File: src/rtl/jk_cmd_pkg.sv
`default_nettype none
// ============================================================================
// Module   : jk_cmd_pkg
// Brief    : Shared command types and JK next-state helper for jk_cmd_queue.
// Revision : 1.0 - initial release
// ============================================================================
package jk_cmd_pkg;

  typedef enum logic [1:0] {
    HOLD = 2'b00,
    CLR  = 2'b01,
    SET  = 2'b10,
    TGL  = 2'b11
  } jk_cmd_e;

  localparam int JK_CNT_W = 4;

  typedef struct packed {
    jk_cmd_e               jk;
    logic [JK_CNT_W-1:0]   cnt;
  } jk_cmd_t;

  typedef enum logic [0:0] {
    SLOT_IDLE  = 1'b0,
    SLOT_ISSUE = 1'b1
  } slot_state_e;

  function automatic logic jk_next(input logic [1:0] jk, input logic q);
    logic r;
    r = q;
    case (jk)
      2'b01:   r = 1'b0;
      2'b10:   r = 1'b1;
      2'b11:   r = ~q;
      default: r = q;
    endcase
    return r;
  endfunction

endpackage
`default_nettype wire

File: src/rtl/jk_cmd_fifo.sv
`default_nettype none
// ============================================================================
// Module   : jk_cmd_fifo
// Brief    : Synchronous command FIFO; occupancy counter separates full/empty.
// Revision : 1.0 - initial release
// ============================================================================
module jk_cmd_fifo
  import jk_cmd_pkg::*;
#(
  parameter int  DEPTH = 4,
  parameter type T     = jk_cmd_t
) (
  input  logic                       clk,
  input  logic                       rst,
  input  logic                       i_push,
  input  T                           i_data,
  input  logic                       i_pop,
  output T                           o_data,
  output logic                       o_full,
  output logic                       o_empty,
  output logic [$clog2(DEPTH+1)-1:0] o_level
);

  localparam int c_PTR_W = $clog2(DEPTH);
  localparam int c_LVL_W = $clog2(DEPTH+1);

  T                   r_mem [DEPTH];
  logic [c_PTR_W-1:0] r_wr_ptr;
  logic [c_PTR_W-1:0] r_rd_ptr;
  logic [c_LVL_W-1:0] r_level;
  logic               r_full;

  always_ff @(posedge clk) begin
    if (i_push) r_mem[r_wr_ptr] <= i_data;
  end

  always_ff @(posedge clk) begin
    if (rst) begin
      r_wr_ptr <= '0;
      r_rd_ptr <= '0;
      r_level  <= '0;
      r_full   <= 1'b0;
    end else begin
      if (i_push) r_wr_ptr <= r_wr_ptr + 1'b1;
      if (i_pop)  r_rd_ptr <= r_rd_ptr + 1'b1;
      // Push and pop together leave occupancy (and full) untouched.
      if (i_push && !i_pop) begin
        r_level <= r_level + 1'b1;
        r_full  <= (r_level == c_LVL_W'(DEPTH-1));
      end else if (!i_push && i_pop) begin
        r_level <= r_level - 1'b1;
        r_full  <= 1'b0;
      end
    end
  end

  assign o_data  = r_mem[r_rd_ptr];
  assign o_full  = r_full;
  assign o_empty = (r_level == '0);
  assign o_level = r_level;

endmodule
`default_nettype wire

File: src/rtl/jk_cmd_queue.sv
`default_nettype none
// ============================================================================
// Module   : jk_cmd_queue
// Brief    : Queues JK commands and drives registered j/k for cnt+1 cycles each.
//            Optional shadow q model enabled by `define JK_CMD_SHADOW_EN.
// Revision : 1.0 - initial release
// ============================================================================
module jk_cmd_queue
  import jk_cmd_pkg::*;
#(
  parameter int DEPTH = 4,
  parameter int CNT_W = 4
) (
  input  logic                       clk,
  input  logic                       rst,
  input  logic                       i_in_valid,
  output logic                       o_in_ready,
  input  logic [1:0]                 i_in_jk,
  input  logic [CNT_W-1:0]           i_in_cnt,
  output logic                       o_j,
  output logic                       o_k,
  output logic                       o_busy,
  output logic [$clog2(DEPTH+1)-1:0] o_level
`ifdef JK_CMD_SHADOW_EN
  ,
  input  logic                       i_q_fb,
  output logic                       o_exp_q,
  output logic                       o_mismatch
`endif
);

  typedef struct packed {
    jk_cmd_e            jk;
    logic [CNT_W-1:0]   cnt;
  } cmd_t;

  slot_state_e      r_state;
  logic [1:0]       r_jk;
  logic [CNT_W-1:0] r_remaining;

  cmd_t w_in_cmd;
  cmd_t w_head;
  logic w_full;
  logic w_empty;
  logic w_accept;
  logic w_load;
  logic w_pop;
  logic w_bypass;
  logic w_push;

  assign w_in_cmd   = '{jk: jk_cmd_e'(i_in_jk), cnt: i_in_cnt};
  assign o_in_ready = !w_full && !rst;
  assign w_accept   = i_in_valid && o_in_ready;

  // The slot may take a new command when empty or on its final cycle.
  assign w_load   = (r_state == SLOT_IDLE) || (r_remaining == '0);
  assign w_pop    = w_load && !w_empty;
  assign w_bypass = w_load && w_empty && w_accept;
  assign w_push   = w_accept && !w_bypass;

  jk_cmd_fifo #(
    .DEPTH (DEPTH),
    .T     (cmd_t)
  ) u_fifo (
    .clk     (clk),
    .rst     (rst),
    .i_push  (w_push),
    .i_data  (w_in_cmd),
    .i_pop   (w_pop),
    .o_data  (w_head),
    .o_full  (w_full),
    .o_empty (w_empty),
    .o_level (o_level)
  );

  always_ff @(posedge clk) begin
    if (rst) begin
      r_state     <= SLOT_IDLE;
      r_jk        <= 2'b00;
      r_remaining <= '0;
    end else if (w_load) begin
      if (w_pop) begin
        r_state     <= SLOT_ISSUE;
        r_jk        <= w_head.jk;
        r_remaining <= w_head.cnt;
      end else if (w_bypass) begin
        r_state     <= SLOT_ISSUE;
        r_jk        <= w_in_cmd.jk;
        r_remaining <= w_in_cmd.cnt;
      end else begin
        r_state     <= SLOT_IDLE;
        r_jk        <= 2'b00;
        r_remaining <= '0;
      end
    end else begin
      r_remaining <= r_remaining - 1'b1;
    end
  end

  assign o_j    = r_jk[1];
  assign o_k    = r_jk[0];
  assign o_busy = (r_state == SLOT_ISSUE);

`ifdef JK_CMD_SHADOW_EN
  logic r_exp_q;
  logic r_mismatch;

  // Same edge and same registered j/k as the downstream flip-flop.
  always_ff @(posedge clk) begin
    if (rst) begin
      r_exp_q    <= 1'b0;
      r_mismatch <= 1'b0;
    end else begin
      r_exp_q    <= jk_next(r_jk, r_exp_q);
      r_mismatch <= r_mismatch | (i_q_fb != r_exp_q);
    end
  end

  assign o_exp_q    = r_exp_q;
  assign o_mismatch = r_mismatch;
`endif

endmodule
`default_nettype wire
File: config.mk
export PLATFORM = sky130hd
export DESIGN_NAME = jk_cmd_queue
export DESIGN_NICKNAME = d
export VERILOG_FILES = /design/src/rtl/jk_cmd_pkg.sv /design/src/rtl/jk_cmd_fifo.sv /design/src/rtl/jk_cmd_queue.sv
export SDC_FILE = /design/constraint.sdc
export NUM_CORES = 1
export LEC_CHECK = 0
export ABC_CLOCK_PERIOD_IN_PS = 2700
export BUFFER_PORTS_ARGS = -buffer_cell sky130_fd_sc_hd__clkbuf_2
export CORE_ASPECT_RATIO = 0.8
export CORE_MARGIN = 4
export CORE_UTILIZATION = 30
export DETAILED_ROUTE_END_ITERATION = 10
export PLACE_DENSITY = 0.45
export SLEW_MARGIN = 10
export SYNTH_ARGS = -nofsm -noshare
export SYNTH_HDL_FRONTEND = slang
export SYNTH_HIERARCHICAL = 1
export SYNTH_SLANG_ARGS = --single-unit
File: constraint.sdc
create_clock -name clk -period 2.7 [get_ports clk]
set_clock_uncertainty 0.2 [all_clocks]
set_input_delay 0.27 -clock clk [delete_from_list [all_inputs] [get_ports clk]]
set_output_delay 0.27 -clock clk [all_outputs]
set_load 0.02 [all_outputs]
After elaboration in Yosys (flattened, before gate mapping)
Memory sizes are Yosys's and may differ from the RTL's. A register that Yosys moved wholly into a read port is not among the register bits.
Index checks and enable logic that the tools add are counted.
{"block": "word_totals", "reg_bits": 15, "ram_bits": 24, "input_bits": 9, "output_inout_bits": 7, "wordCells": 48, "memories": 1}
{"memory": "u_fifo.r_mem", "words": 4, "width": 6, "rd": 1, "rd_ports_with_merged_regs": 1, "wr": 1, "line_no": "jk_cmd_fifo.sv:27", "source": "T r_mem [DEPTH];"}
{"block": "op_classes", "n_addsub": 5, "n_eq_ne": 1, "mux": 15, "bitwise": 1, "reduce_logical": 18}
{"op": "4-bit two-way mux", "count": 3}
{"op": "1-bit logical AND", "count": 8}
{"op": "2-bit two-way mux", "count": 4}
{"op": "1-bit zero test", "count": 6}
{"op": "1-bit two-way mux", "count": 6}
{"op": "3-bit two-way mux", "count": 2}
{"op": "2-bit by 1-bit adder with 2-bit output, second input constant", "count": 2}
{"op": "4-bit zero test", "count": 1}
{"op": "4-bit by 1-bit subtractor with 4-bit output, second input constant", "count": 1}
{"op": "3-bit by 1-bit adder with 3-bit output, second input constant", "count": 1}
{"op": "3-bit by 2-bit equality test with 1-bit output, second input constant", "count": 1}
{"op": "3-bit zero test", "count": 1}
{"op": "3-bit by 1-bit subtractor with 3-bit output, second input constant", "count": 1}
{"op": "2-bit nonzero test", "count": 1}
{"op": "1-bit logical OR", "count": 1}
{"op": "1-bit inverter", "count": 1}

Longest topological paths before layout
{"block": "logic_depth", "word_depth": 10, "ltp_mapped": 11}

Cells and area by module
The synthesis kept the hierarchy.
{"module": "jk_cmd_fifo", "instances": 1, "cells_per_inst": 79, "area_per_inst_um2": 1327.5, "seq_area_each_um2": 920.9}
{"module": "jk_cmd_queue", "instances": 1, "cells_per_inst": 51, "area_per_inst_um2": 430.4, "seq_area_each_um2": 140.1}

Worst setup path after synthesis
Ideal clock, no wire load.
{"block": "synth_path", "path_type": "register -> register", "startpoint": "register r_remaining[0]", "endpoint": "register u_fifo.r_level[2] (netlist: u_fifo/o_level[2])", "setup_time_ns": 0.070, "t_arrival_ns": 2.621, "slack_ns": -0.192, "path_stages_with_launch": 12, "path_cell_list": "dfxtp_1 -> inv_1 -> ha_1 -> or3b_4 -> nand2_1 -> a21oi_1 -> ha_1 -> inv_1 -> fa_1 -> xor2_1 -> or3_1 -> a21oi_1"}
{"block": "synth_between", "elab_chain_cells": 9, "word_cells_on_any_way": 13, "classes_between": "mux (1); reduce/logical (12)"}
{"element": "from (decl)", "line_no": "jk_cmd_queue.sv:39", "source": "logic [CNT_W-1:0] r_remaining;"}
{"element": "from (signal assigned)", "line_no": "jk_cmd_queue.sv:85", "source": "r_remaining <= w_head.cnt;"}
{"element": "from (signal assigned)", "line_no": "jk_cmd_queue.sv:89", "source": "r_remaining <= w_in_cmd.cnt;"}
{"element": "from (signal assigned)", "line_no": "jk_cmd_queue.sv:96", "source": "r_remaining <= r_remaining - 1'b1;"}
{"element": "4-bit zero test (*)", "line_no": "jk_cmd_queue.sv:56", "source": "assign w_load = (r_state == SLOT_IDLE) || (r_remaining == '0);"}
{"element": "1-bit logical OR (*)", "line_no": "jk_cmd_queue.sv:56"}
{"element": "1-bit logical AND (*) (2 in a row)", "line_no": "jk_cmd_queue.sv:58", "source": "assign w_bypass = w_load && w_empty && w_accept;"}
{"element": "1-bit zero test (*)", "line_no": "jk_cmd_queue.sv:59", "source": "assign w_push = w_accept && !w_bypass;"}
{"element": "1-bit logical AND (*)", "line_no": "jk_cmd_queue.sv:59"}
{"element": "named net w_push", "line_no": "jk_cmd_queue.sv:49", "source": "logic w_push;"}
{"element": "1-bit zero test", "line_no": "jk_cmd_fifo.sv:50", "source": "end else if (!i_push && i_pop) begin"}
{"element": "1-bit logical AND", "line_no": "jk_cmd_fifo.sv:50"}
{"element": "2-bit nonzero test (no source line)"}
{"element": "to (signal assigned)", "line_no": "jk_cmd_fifo.sv:48", "source": "r_level <= r_level + 1'b1;"}
{"element": "to (signal assigned)", "line_no": "jk_cmd_fifo.sv:51", "source": "r_level <= r_level - 1'b1;"}
{"element": "to (decl)", "line_no": "jk_cmd_fifo.sv:30", "source": "logic [c_LVL_W-1:0] r_level;"}
The timed path passes the listed nets; every way through them passes the cells marked *.
A chain may end at the register's enable or synchronous reset.

Final worst setup path
{"block": "layout_path", "startpoint": "register r_remaining[1]", "endpoint": "register u_fifo.r_level[2] (netlist: u_fifo/o_level[2])"}
Same word-level chain as after synthesis.

==> results.md <==
- Antenna cells: 0
- Slowest CP cell: dfxtp_1
- Final wirelength: 3.40 mm
- Hold/Removal Path Class: in2reg
- Residual DRC: 0
- Via count: 1048
- Largest net degree at the start of global routing: 19
- Mapped Nets: 146
- Fin. Hold Viols: 0
- Synth Area in XOR/XNOR: 0.0299
- Most common cell after layout, fill and taps aside: edfxtp_1
- Adder-Cell Fraction of Synth Area: 0.0541
- Fin crit share: 0.941
- Initial Util: 0.316
- Filler instances: 534
- Cell family with most CP delay: simple AND/OR/NAND/NOR gates
- Flops & latches, synth: between 40 and 50
- H-tree levels: 2
- Cells after Synth: 130
- Clock root cell: clkbuf_8
- Synth area leader: edfxtp_1
- Final nets: approximately 170
- Number of flops mapped to enable cells by yosys: 24
- Synth unique cells: 32
- Placed instance area: 0.00194 mm2
- Clk Latency, worst-skew pair: between 200 and 300 ps
- Comb pwr share: 0.381
- Gr usage total: 0.107
- Bufs on Longest Clock Path: 2
- Die Area: ~0.007 mm2
- Count of max-cap constraint violations: 0
- Int Pwr: 1400 uW
- DR iter-0 viols: 38
- DRT Pass-1 Iters: 3
- Post-synthesis async set-or-reset flop share: 0
- Die height: 76.5 um
- Grt total ovfl: 0
- Initial antenna violation count: 0
- TritonCTS clock tree: done
- Final Critical Period: 2540 ps
- CP Class: reg2reg
- Max Slew Vio Count: 0
- Ys Warns: 6
- CP max FO: 4
- Net Sw Power: 739 uW
- Maximum vdd drop: around 0.31 mV
- Cts bufs inserted: 5
- Clock sink count: 41
- Site row count: 24
- PortBufs: 15
- Crit path DAT: approximately 2600 ps
- Register share of total power: 0.413
- Met2 WL: around 1.6 mm
- Crit-path cells: inv_1 > ha_2 > or3b_4 > nand2_2 > a21oi_4 > ha_4 > inv_1 > fa_2 > xor2_1 > or3_1 > a21oi_2
- Fmax: 393 MHz
- Clock Power Share: 0.206
- Number of global-route vias before repair: 1131
- Top-Level Pins: 16
- Die X: slightly above 90 um
- CP Data Required Time: 2730 ps
- Wire per inst: 14.7 um
- Relative slew slack: 0.702
- Detailed Place HPWL: 2.51 mm
- Slew at the pin closest to its max-slew limit: 446 ps
- Synth top area cells: edfxtp_1 41%, dfxtp_1 19%, mux4_2 7.7%
- Switching Fraction: 0.345
- CP Capture Type: flop
- Layout cell share with drive strength beyond 1: 0.294
- Met3 routed WL: about 95 um
- Most used cell, CP: inv_1
- Area grow syn2layout: 18.3%
- Largest family of logic cells by synthesized area: simple AND/OR/NAND/NOR gates
- Clk slew on worst S/H paths: 80 ps
- RSZ-0062 raised after global routing: false
- Combined buffer and inverter count along the critical path: 2
- Wire length on met1: around 1.6 mm
- Highest metal used: met4
- First-pass GRT wire length: ~6 mm
- CP max stage delay: 350 ps
- Pre-CTS WS: 49.0 ps
- Fraction of the mapped netlist area in simple logic gates: 0.112
- Finished Core Util: 0.374
- Setup ws final: around 160 ps
- Cell count after placement: 223
- LEAKAGE: approximately 0.00074 uW
- Syn avg cell area: roughly 14 um2
- Core Area: 0.00556 mm2
- Synth Area in Compound Gates: 0.0733
- Post-synthesis mux area share: 0.0940
- Status: finished clean
- Top cell type's share of synthesized area: 0.410
- Final setup violation count: 0
- Most frequent cells in the layout: 24 x edfxtp_1, 16 x dfxtp_1, 15 x clkbuf_2, 11 x nor2_1, 7 x inv_1
- Startpoint types: flop
- Non-filler cells, final: 231
- Setup_tns: 0 ps
- DRT antenna net count: 0
- Main synth FF type: edfxtp_1
- Vias per cell: 4.54
- Mapped Area: 0.00176 mm2
- Cell area power density: 1030 mW/mm2
- Routability cong.: a little over 0.7
- Post-synthesis sequential area ratio: 0.604
- Finished Cell Area: 0.00208 mm2
==> flip-flops by register name, indices dropped and copies added (netlist names), named ones only <==
register and flops:
u_fifo/o_level 3, u_fifo/r_rd_ptr 2, u_fifo/r_wr_ptr 2, o_busy 1, r_jk 2, u_fifo/o_full 1, u_fifo/r_mem 24, r_remaining 4
==> metrics by stage <==
stage	total power, uW	hold WS [ps]
3_5_place_dp	1660	282
2_1_floorplan	1460	169
6_report	2140	24.0
3_3_place_gp	1650	285
4_1_cts	2120	10.1
5_1_grt	2310	8.28
==> synthesized netlist by cell type (all sizes together), types with 2 or more instances <==
master   n
nor3     5
and2     4
nor2b    5
xnor2    2
xor2     4
a21oi   10
nor2    11
mux4     6
dfxtp   17
nand2b   2
nand2    5
ha       6
inv      7
buf      3
edfxtp  24
a211oi   3
mux2i    3
==> path summary, 6_finish.rpt <==
kind	from	end	slack (ps)	cells after the start
hold / removal	i_in_jk[1]	u_fifo/r_mem[3][5]	20	1
setup reg to reg	r_remaining[1]	u_fifo/o_level[2]	160	11
hold reg to reg	u_fifo/o_full	u_fifo/o_full	290	2
setup / recovery	r_remaining[1]	u_fifo/o_level[2]	160	11
==> cell families (layout without fill, tap and decap cells) <==
family,count (synthesis),after routing
compound gates,19,19
xor+xnor,6,6
fa+ha+maj,7,7
buf+inv,11,34
flops,41,41
mux,9,9
simple gates,37,37
==> layer usage <==
metal	vias to the layer above	GRT usage
li1	514	-
met1	516	0.141
met2	14	0.159
met3	4	0.0355
met4	0	0.0491
met5	-	0
==> repair_timing <==
item	in CTS	in global routing
setup buffers	0	0
endpoints found under the setup margin	1	2
hold endpoints to repair	0	0
hold buffers	0	0
gates resized for setup	1	7
pin swaps	0	4
==> power groups by stage <==
| stage | Sequential (uW) | Combinational, uW | Clock [uW] |
|---|---|---|---|
| after detailed placement | 898 | 765 | 0 |
| final | 886 | 816 | 441 |
| after CTS | 885 | 780 | 455 |
| after floorplan | 895 | 566 | 0 |
| after global placement | 892 | 754 | 0 |
| after global routing | 905 | 912 | 490 |
==> cell type report <==
| cell class | count | area [um2] | area share |
|---|---|---|---|
| inverters | 7 | 26.3 | 0.0126 |
| multi-input cells | 78 | 686 | 0.330 |
| repair buffers | 19 | 105 | 0.0505 |
| well taps | 78 | 97.6 | 0.0469 |
| flip-flops and latches | 41 | 1060 | 0.511 |
| clock buffers | 7 | 97.6 | 0.0469 |
| clock inverters | 1 | 5.00 | 0.00241 |
Power figures use the tool's default switching activity.
